===== src/rtl/midi_uart_rx_fifo.sv =====
// MIDI serial receiver: input synchroniser, 2-of-3 majority bit sampler,
// start/data/stop framing and a small first-word-fall-through receive FIFO.
module midi_uart_rx_fifo #(
    parameter int unsigned BYTE_W      = 8,
    parameter int unsigned MIDI_BAUD   = 31250,
    parameter int unsigned SYSCLK_F    = 48000000,
    parameter int unsigned FIFO_DEPTH  = 4,
    parameter int unsigned SYNC_STAGES = 2
) (
    input  logic                               sys_clk,
    input  logic                               rst_n,
    input  logic                               MIDI_IN,
    output logic [BYTE_W-1:0]                  rd_data,
    output logic                               rd_is_status,
    output logic                               rd_valid,
    input  logic                               rd_ready,
    output logic [$clog2(FIFO_DEPTH+1)-1:0]    fifo_count,
    output logic                               framing_err,
    output logic                               overflow
);

    localparam int unsigned CLK_PER_BIT = SYSCLK_F / MIDI_BAUD;
    localparam int unsigned MID         = CLK_PER_BIT / 2;
    localparam int unsigned CNT_W       = (CLK_PER_BIT > 1) ? $clog2(CLK_PER_BIT) : 1;
    localparam int unsigned IDX_W       = (BYTE_W > 1) ? $clog2(BYTE_W) : 1;
    localparam int unsigned PTR_W       = (FIFO_DEPTH > 1) ? $clog2(FIFO_DEPTH) : 1;
    localparam int unsigned OCC_W       = $clog2(FIFO_DEPTH + 1);

    typedef enum logic [2:0] {
        S_IDLE,
        S_START,
        S_DATA,
        S_STOP,
        S_WAIT_IDLE
    } rx_state_t;

    logic [SYNC_STAGES-1:0] sync_q;
    logic                   rx_s;
    logic                   rx_prev;
    rx_state_t              state;
    logic [CNT_W-1:0]       bit_cnt;
    logic [IDX_W-1:0]       bit_idx;
    logic [BYTE_W-1:0]      shift_q;
    logic                   vote_a;
    logic                   vote_b;

    logic                   at_mid_lo_c;
    logic                   at_mid_c;
    logic                   at_mid_hi_c;
    logic                   at_end_c;
    logic                   majority_c;
    logic                   push_c;
    logic                   pop_c;
    logic                   full_c;
    logic                   wr_c;

    logic [BYTE_W-1:0]      mem [FIFO_DEPTH];
    logic [PTR_W-1:0]       wr_ptr;
    logic [PTR_W-1:0]       rd_ptr;

    assign rx_s        = sync_q[SYNC_STAGES-1];
    assign at_mid_lo_c = (bit_cnt == CNT_W'(MID - 1));
    assign at_mid_c    = (bit_cnt == CNT_W'(MID));
    assign at_mid_hi_c = (bit_cnt == CNT_W'(MID + 1));
    assign at_end_c    = (bit_cnt == CNT_W'(CLK_PER_BIT - 1));
    assign majority_c  = (vote_a & vote_b) | (vote_a & rx_s) | (vote_b & rx_s);

    // A good stop-bit vote hands the assembled byte straight to the FIFO.
    assign push_c = (state == S_STOP) && at_mid_hi_c && majority_c;
    assign pop_c  = rd_valid && rd_ready;
    assign full_c = (fifo_count == OCC_W'(FIFO_DEPTH));
    assign wr_c   = push_c && (!full_c || pop_c);

    assign rd_data      = mem[rd_ptr];
    assign rd_is_status = rd_data[BYTE_W-1];

    // Metastability synchroniser; idle-high reset value hides reset release from the edge detector.
    always_ff @(posedge sys_clk or negedge rst_n) begin
        if (!rst_n) begin
            sync_q <= '1;
        end else begin
            sync_q <= {sync_q[SYNC_STAGES-2:0], MIDI_IN};
        end
    end

    // Frame receiver: start detection, glitch rejection, LSB-first capture, stop check.
    always_ff @(posedge sys_clk or negedge rst_n) begin
        if (!rst_n) begin
            state       <= S_IDLE;
            rx_prev     <= 1'b1;
            bit_cnt     <= '0;
            bit_idx     <= '0;
            shift_q     <= '0;
            vote_a      <= 1'b1;
            vote_b      <= 1'b1;
            framing_err <= 1'b0;
        end else begin
            rx_prev     <= rx_s;
            framing_err <= 1'b0;
            if (at_mid_lo_c) vote_a <= rx_s;
            if (at_mid_c)    vote_b <= rx_s;
            case (state)
                S_IDLE: begin
                    bit_cnt <= '0;
                    bit_idx <= '0;
                    if (rx_prev && !rx_s) state <= S_START;
                end
                S_START: begin
                    // Keep counting to the end of the start window so data windows align to bit edges.
                    if (at_mid_hi_c && majority_c) begin
                        state   <= S_IDLE;
                        bit_cnt <= '0;
                    end else if (at_end_c) begin
                        state   <= S_DATA;
                        bit_cnt <= '0;
                    end else begin
                        bit_cnt <= bit_cnt + CNT_W'(1);
                    end
                end
                S_DATA: begin
                    if (at_mid_hi_c) shift_q <= {majority_c, shift_q[BYTE_W-1:1]};
                    if (at_end_c) begin
                        bit_cnt <= '0;
                        if (bit_idx == IDX_W'(BYTE_W - 1)) begin
                            state <= S_STOP;
                        end else begin
                            bit_idx <= bit_idx + IDX_W'(1);
                        end
                    end else begin
                        bit_cnt <= bit_cnt + CNT_W'(1);
                    end
                end
                S_STOP: begin
                    // Leave at the mid-stop vote so a start edge later in the stop bit is seen.
                    if (at_mid_hi_c) begin
                        bit_cnt <= '0;
                        if (majority_c) begin
                            state <= S_IDLE;
                        end else begin
                            framing_err <= 1'b1;
                            state       <= S_WAIT_IDLE;
                        end
                    end else begin
                        bit_cnt <= bit_cnt + CNT_W'(1);
                    end
                end
                S_WAIT_IDLE: begin
                    bit_cnt <= '0;
                    if (rx_s) state <= S_IDLE;
                end
                default: state <= S_IDLE;
            endcase
        end
    end

    // Receive FIFO: power-of-two ring, simultaneous push/pop allowed even when full.
    always_ff @(posedge sys_clk or negedge rst_n) begin
        if (!rst_n) begin
            wr_ptr     <= '0;
            rd_ptr     <= '0;
            fifo_count <= '0;
            rd_valid   <= 1'b0;
            overflow   <= 1'b0;
            for (int unsigned i = 0; i < FIFO_DEPTH; i++) mem[i] <= '0;
        end else begin
            overflow <= push_c && full_c && !pop_c;
            if (wr_c) begin
                mem[wr_ptr] <= shift_q;
                wr_ptr      <= wr_ptr + PTR_W'(1);
            end
            if (pop_c) rd_ptr <= rd_ptr + PTR_W'(1);
            case ({wr_c, pop_c})
                2'b10: begin
                    fifo_count <= fifo_count + OCC_W'(1);
                    rd_valid   <= 1'b1;
                end
                2'b01: begin
                    fifo_count <= fifo_count - OCC_W'(1);
                    rd_valid   <= (fifo_count != OCC_W'(1));
                end
                default: ;
            endcase
        end
    end

endmodule

===== config.mk =====
export PLATFORM = sky130hd
export DESIGN_NAME = midi_uart_rx_fifo
export DESIGN_NICKNAME = d
export VERILOG_FILES = /design/src/rtl/midi_uart_rx_fifo.sv
export SDC_FILE = /design/constraint.sdc
export NUM_CORES = 1
export LEC_CHECK = 0
export BUFFER_PORTS_ARGS = -buffer_cell sky130_fd_sc_hd__buf_2
export CORE_MARGIN = 3
export CORE_UTILIZATION = 29
export CTS_BUF_LIST = sky130_fd_sc_hd__clkbuf_8
export CTS_CLUSTER_DIAMETER = 120
export CTS_CLUSTER_SIZE = 12
export DETAILED_ROUTE_END_ITERATION = 12
export PLACE_DENSITY_LB_ADDON = 0.08
export SLEW_MARGIN = 15
export SYNTH_ARGS = -nofsm -noshare
export SYNTH_HDL_FRONTEND = slang
export SYNTH_SLANG_ARGS = --single-unit

===== constraint.sdc =====
create_clock -name sys_clk -period 2.51 [get_ports sys_clk]
set_clock_uncertainty 0.15 [all_clocks]
set_input_delay 0.251 -clock sys_clk [delete_from_list [all_inputs] [get_ports sys_clk]]
set_output_delay 0.251 -clock sys_clk [all_outputs]
set_load 0.01 [all_outputs]

# ---- After elaboration in Yosys (flattened, before gate mapping)
# Index checks and enable logic that the tools add are counted.
# W data, S select, Z words.
dict set report op_classes {
  mux 27
  n_eq_ne 20
  addsub 6
  n_lt_le_gt_ge 3
  bitwise 7
  n_reduce_logical 21
}
# operator count
set ops {}
lappend ops {{$pmux W11 S4} 1}
lappend ops {{$eq A11 B10 Y1 const B} 3}
lappend ops {{$mux W11} 3}
lappend ops {{$bwmux W32} 1}
lappend ops {{$mux W3} 10}
lappend ops {{$mux W8} 3}
lappend ops {{$bmux W8 S2} 1}
lappend ops {{$demux W8 S2} 1}
lappend ops {{$pmux W3 S5} 1}
lappend ops {{$ne A2 B2 Y1 const B} 6}
lappend ops {{$pmux W3 S2} 2}
lappend ops {{$add A11 B1 Y11 const B} 1}
lappend ops {{$eq A11 B11 Y1 const B} 1}
lappend ops {{$eq A3 B3 Y1 const B} 3}
lappend ops {{$logic_and A1 B1 Y1} 9}
lappend ops {{$add A3 B1 Y3 const B} 2}
lappend ops {{$eq A3 B2 Y1 const B} 2}
lappend ops {{$ge A3 B3 Y1 const B} 2}
lappend ops {{$not A2 Y3} 2}
lappend ops {{$reduce_and A6 Y1} 1}
lappend ops {{$add A2 B1 Y2 const B} 2}
lappend ops {{$reduce_bool A2 Y1} 2}
lappend ops {{$reduce_bool A4 Y1} 1}
lappend ops {{$and A1 B1 Y1} 3}
lappend ops {{16 further kinds} 21}
dict set report totals {
  input_bits 4
  ff_bits 72
  output_inout_bits 15
}

# ---- Longest topological paths before layout
dict set report depth {
  word_depth 7
  depth_mapped 9
}

# ---- Least setup slack after synthesis
# No wires, ideal clock.
dict set report synth_path {
  path_kind {register to register}
  startpoint {reg bit_cnt[2]}
  endpoint {reg fifo_count[2]}
  arrival_ns 2.129
  n_path_buf 0
  setup_time_ns 0.079
  slack_ns 0.152
  stages_incl_launch_ff 7
  t_required_ns 2.281
  cell_sequence {dfrtp_1 -> nor4_4 -> nand3_1 -> or3b_2 -> ha_1 -> nor2_1 -> xor2_1}
}
dict set report synth_via {
  elab_chain_cells 6
}
# item line
set synth_rtl {}
lappend synth_rtl {{start: declaration} 41} ;# logic [CNT_W-1:0] bit_cnt;
lappend synth_rtl {{start signal: assignment} 117} ;# bit_cnt <= bit_cnt + CNT_W'(1);
lappend synth_rtl {{start signal: assignment} 130} ;# bit_cnt <= bit_cnt + CNT_W'(1);
lappend synth_rtl {{start signal: assignment} 144} ;# bit_cnt <= bit_cnt + CNT_W'(1);
lappend synth_rtl {{$eq A11 B10 Y1 (*)} 64} ;# assign at_mid_hi_c = (bit_cnt == CNT_W'(MID + 1));
lappend synth_rtl {{$logic_and A1 B1 Y1 (*) (2 in series)} 69} ;# assign push_c = (state == S_STOP) && at_mid_hi_c && majority_c;
lappend synth_rtl {{$logic_and A1 B1 Y1 (*)} 72} ;# assign wr_c = push_c && (!full_c || pop_c);
lappend synth_rtl {{$eq A2 B1 Y1 / $eq A2 B2 Y1 (equally long branches)} 172} ;# case ({wr_c, pop_c})
lappend synth_rtl {{$pmux W3 S2 / $reduce_bool A2 Y1 (equally long branches)} --}
lappend synth_rtl {{end signal: assignment} 174} ;# fifo_count <= fifo_count + OCC_W'(1);
lappend synth_rtl {{end signal: assignment} 178} ;# fifo_count <= fifo_count - OCC_W'(1);
lappend synth_rtl {{end: declaration} 17} ;# output logic [$clog2(FIFO_DEPTH+1)-1:0] fifo_count,
# Every way passes the cells marked *; elsewhere a longest branch is shown, timed or not.
# A chain may end at the register's enable or synchronous reset.

# ---- Worst setup path in the final report
dict set report layout_path {
  startpoint {reg bit_cnt[1]}
  endpoint {reg fifo_count[2]}
}
# The elaborated chain is that of the path after synthesis.

==> run metrics <==
post-DR vias/cell 4.628; Clock Tree Buf Depth 2; post-synthesis xor/xnor area fraction 3.130%; Post-synth EDFFs 0; Post-CTS Setup Inserts 0; Slew Limit Fails 0; H-Tree Depth 3; WL per Instance 15.33 um; grt ovf 0; initial antenna violation count 0; CP Cell Sequence inv_1 > ha_1 > and4b_1 > nand2_1 > or3b_2 > ha_2 > nor2_1 > xor2_1; Vias 2342; Slew @ Worst Pin 666.7 ps; CP max stage cell or3b_2; Critical path buffers and inverters 1; register area share after synthesis 49.71%; maximum VDD drop 0.1801 mV; worst skew pair latency 360 ps; pin count of the biggest net entering global routing 40; CP Class reg -> reg; CP top delay family simple AND/OR/NAND/NOR gates; root buffer cell clkbuf_8; Die ar. 13920 sq um; Compound-Gate Fraction of Synth Area 4.678%; switching pwr 0.9623 mW; IO buf count 18; Pleak 2.047 nW; minimum clock period after layout 2363 ps; Worst slew margin 55.25%; Die Span X 118.0 um; Post-Route Utilization 35.76%; clock share of power 31.9%; Async S/R FF share, synth 100.0%; detailed placement HPWL 5331 um; crit path capture type flop; Initial DRT Pass Iterations 4; Initial DRC Count 140; Initial Util 30.03%; power share of the combinational group 22.4%; simple-gate share of the synthesized area 14.21%; Syn Nets 307; worst slack at placement 122.2 ps; hold crit path type in -> reg; vias in the first global route 2316; first-pass GRT wire length 12770 um; antenna-violating nets left 0; Core Area 12110 sq um; internal power 2.061 mW; total wire length 7757 um; main combinational cell family by area after synthesis multiplexers; Fmax achieved 423.1 MHz; Synth Warn # 0; CTS tree done; commonest cells after routing, fill and taps aside dfrtp_1, mux2_2, buf_4, nand2_1; CP max stage delay 450 ps; Yosys top cell area share 46.10%; cells after synthesis 289; Seq pwr share 45.6%; hold slack final 53.41 ps; Routability Congestion 0.7923; n_diodes 0; distinct cell type count after synthesis 53; most used flip-flop cell after synthesis dfrtp_1; Worst Path Arrival 2460 ps; Clk pin slew, worst setup/hold paths 80 ps; RSZ-0062 raised after global routing no; drt drc 0; Critical Path RT 2610 ps; CP startpoint kind flop; layout cells sized above 1 36.09%; commonest non-fill, non-tap cell in the layout dfrtp_1; Synth Cell Area 3637 sq um; switching share of power 31.83%; Power Density 697.9 nW/um^2; worst setup margin 146.7 ps; outcome finished, final reports clean; Nets 351; Total GRT Usage 11.92%; total CTS buffers 9; Final setup viols 0; CTS Sinks 72; max cap viols 0; #FFs+latches synth 72; Final Cycle Share 94.16%; io pins 19; # fillers 1215; mux contribution to synthesized area 20.19%; syn_area_per_cell 12.59 sq um; setup_tns 0 ps; Synth area leaders dfrtp_1, mux2_2, mux4_2; FP Rows 40; DP Cell Count 488; die height 118.0 um; Layout area overhead 19.09%; final hold violation count 0; critical path fanouts, max 6; cell taking the most area after synthesis dfrtp_1; Synth Area in Adders 5.091%; post-route non-filler standard cell count 506
[layout make-up]
class	count	area, sq um	share of cell area [%]
flip-flops and latches	72	1808	41.74
clock inverters	6	66.31	1.531
clock buffers	10	137.6	3.177
inverters	17	63.81	1.473
well taps	168	210.2	4.853
multi-input cells	190	1723	39.77
repair buffers	43	322.8	7.452
[tightest hold or removal path, cell delays in order]
cell     delay (ps)
buf_2            90
nand2_1         120
xnor2_1          70
[flip-flops by register name, indices dropped and copies added, names as in the netlist, 2 cells and up]
register	cells
bit_cnt	11
state	3
fifo_count	3
shift_q	8
wr_ptr	2
sync_q	2
mem	32
rd_ptr	2
bit_idx	3
[synth_stat cells, types with 3 or more instances]
cell type and n:
mux2_4 8, nand2_1 20, mux4_2 8, a41oi_1 3
o211ai_1 3, ha_1 14, dfrtp_1 67, nor3_1 4
buf_2 3, nand3_1 11, nor2_1 13, mux2_2 31
a21oi_1 3, xor2_1 8, o21ai_0 5, inv_1 17
mux2i_1 4, dfstp_2 5, mux2_1 4, nand4_1 8
nor3_4 4, clkbuf_1 5, xnor2_1 5
[power by group through the flow]
stage	sequential, mW	combinational [mW]	clock, mW
detailed placement	1.40	0.687	0
CTS	1.38	0.694	1.02
floorplan	1.37	0.439	0
global placement	1.41	0.687	0
global route	1.40	0.764	1.06
finish	1.38	0.677	0.966
[through the flow]
| step | instance area, sq um | power, mW |
|---|---|---|
| after floorplan | 3637 | 1.813 |
| after global placement | 4105 | 2.095 |
| after detailed placement | 4105 | 2.090 |
| after CTS | 4329 | 3.094 |
| after global routing | 4332 | 3.221 |
| final | 4332 | 3.023 |
[per-layer routing]
layer | up-vias | share of wire (%) | routed length, um | global-route usage [%]
met1 | 1170 | 52 | 4029 | 17.24
met4 | 0 | 2.6 | 203 | 6.813
met3 | 13 | 2.7 | 213 | 2.595
li1 | 1129 | - | - | -
met2 | 30 | 43 | 3311 | 16.28
met5 | - | 0 | 0 | 0
[logic make-up after synthesis]
| family | after synthesis |
|---|---|
| buffers and inverters | 27 |
| adder cells (fa/ha/maj) | 15 |
| XOR/XNOR | 13 |
| AO/OA/AOI/OAI | 25 |
| AND/OR/NAND/NOR | 82 |
| multiplexers | 55 |
| flip-flops | 72 |
[worst paths after layout]
check,slack (ps),cells past startpoint,start,to
max,150,8,bit_cnt[1],fifo_count[2]
min,50,3,rd_ready,rd_ptr[0]
max reg2reg,150,8,bit_cnt[1],fifo_count[2]
min reg2reg,210,0,sync_q[0],sync_q[1]
max in group asynchronous,1320,3,rst_n,vote_b
min in group asynchronous,260,2,rst_n,rd_ptr[0]
[timing repair]
action                                  4_1_cts  5_1_grt
endpoints found under the setup margin        0        2
gates resized for setup                       0        1
endpoints found under the hold margin        35        0
hold buffers                                  2        0
(Power assumes the default switching activity.)
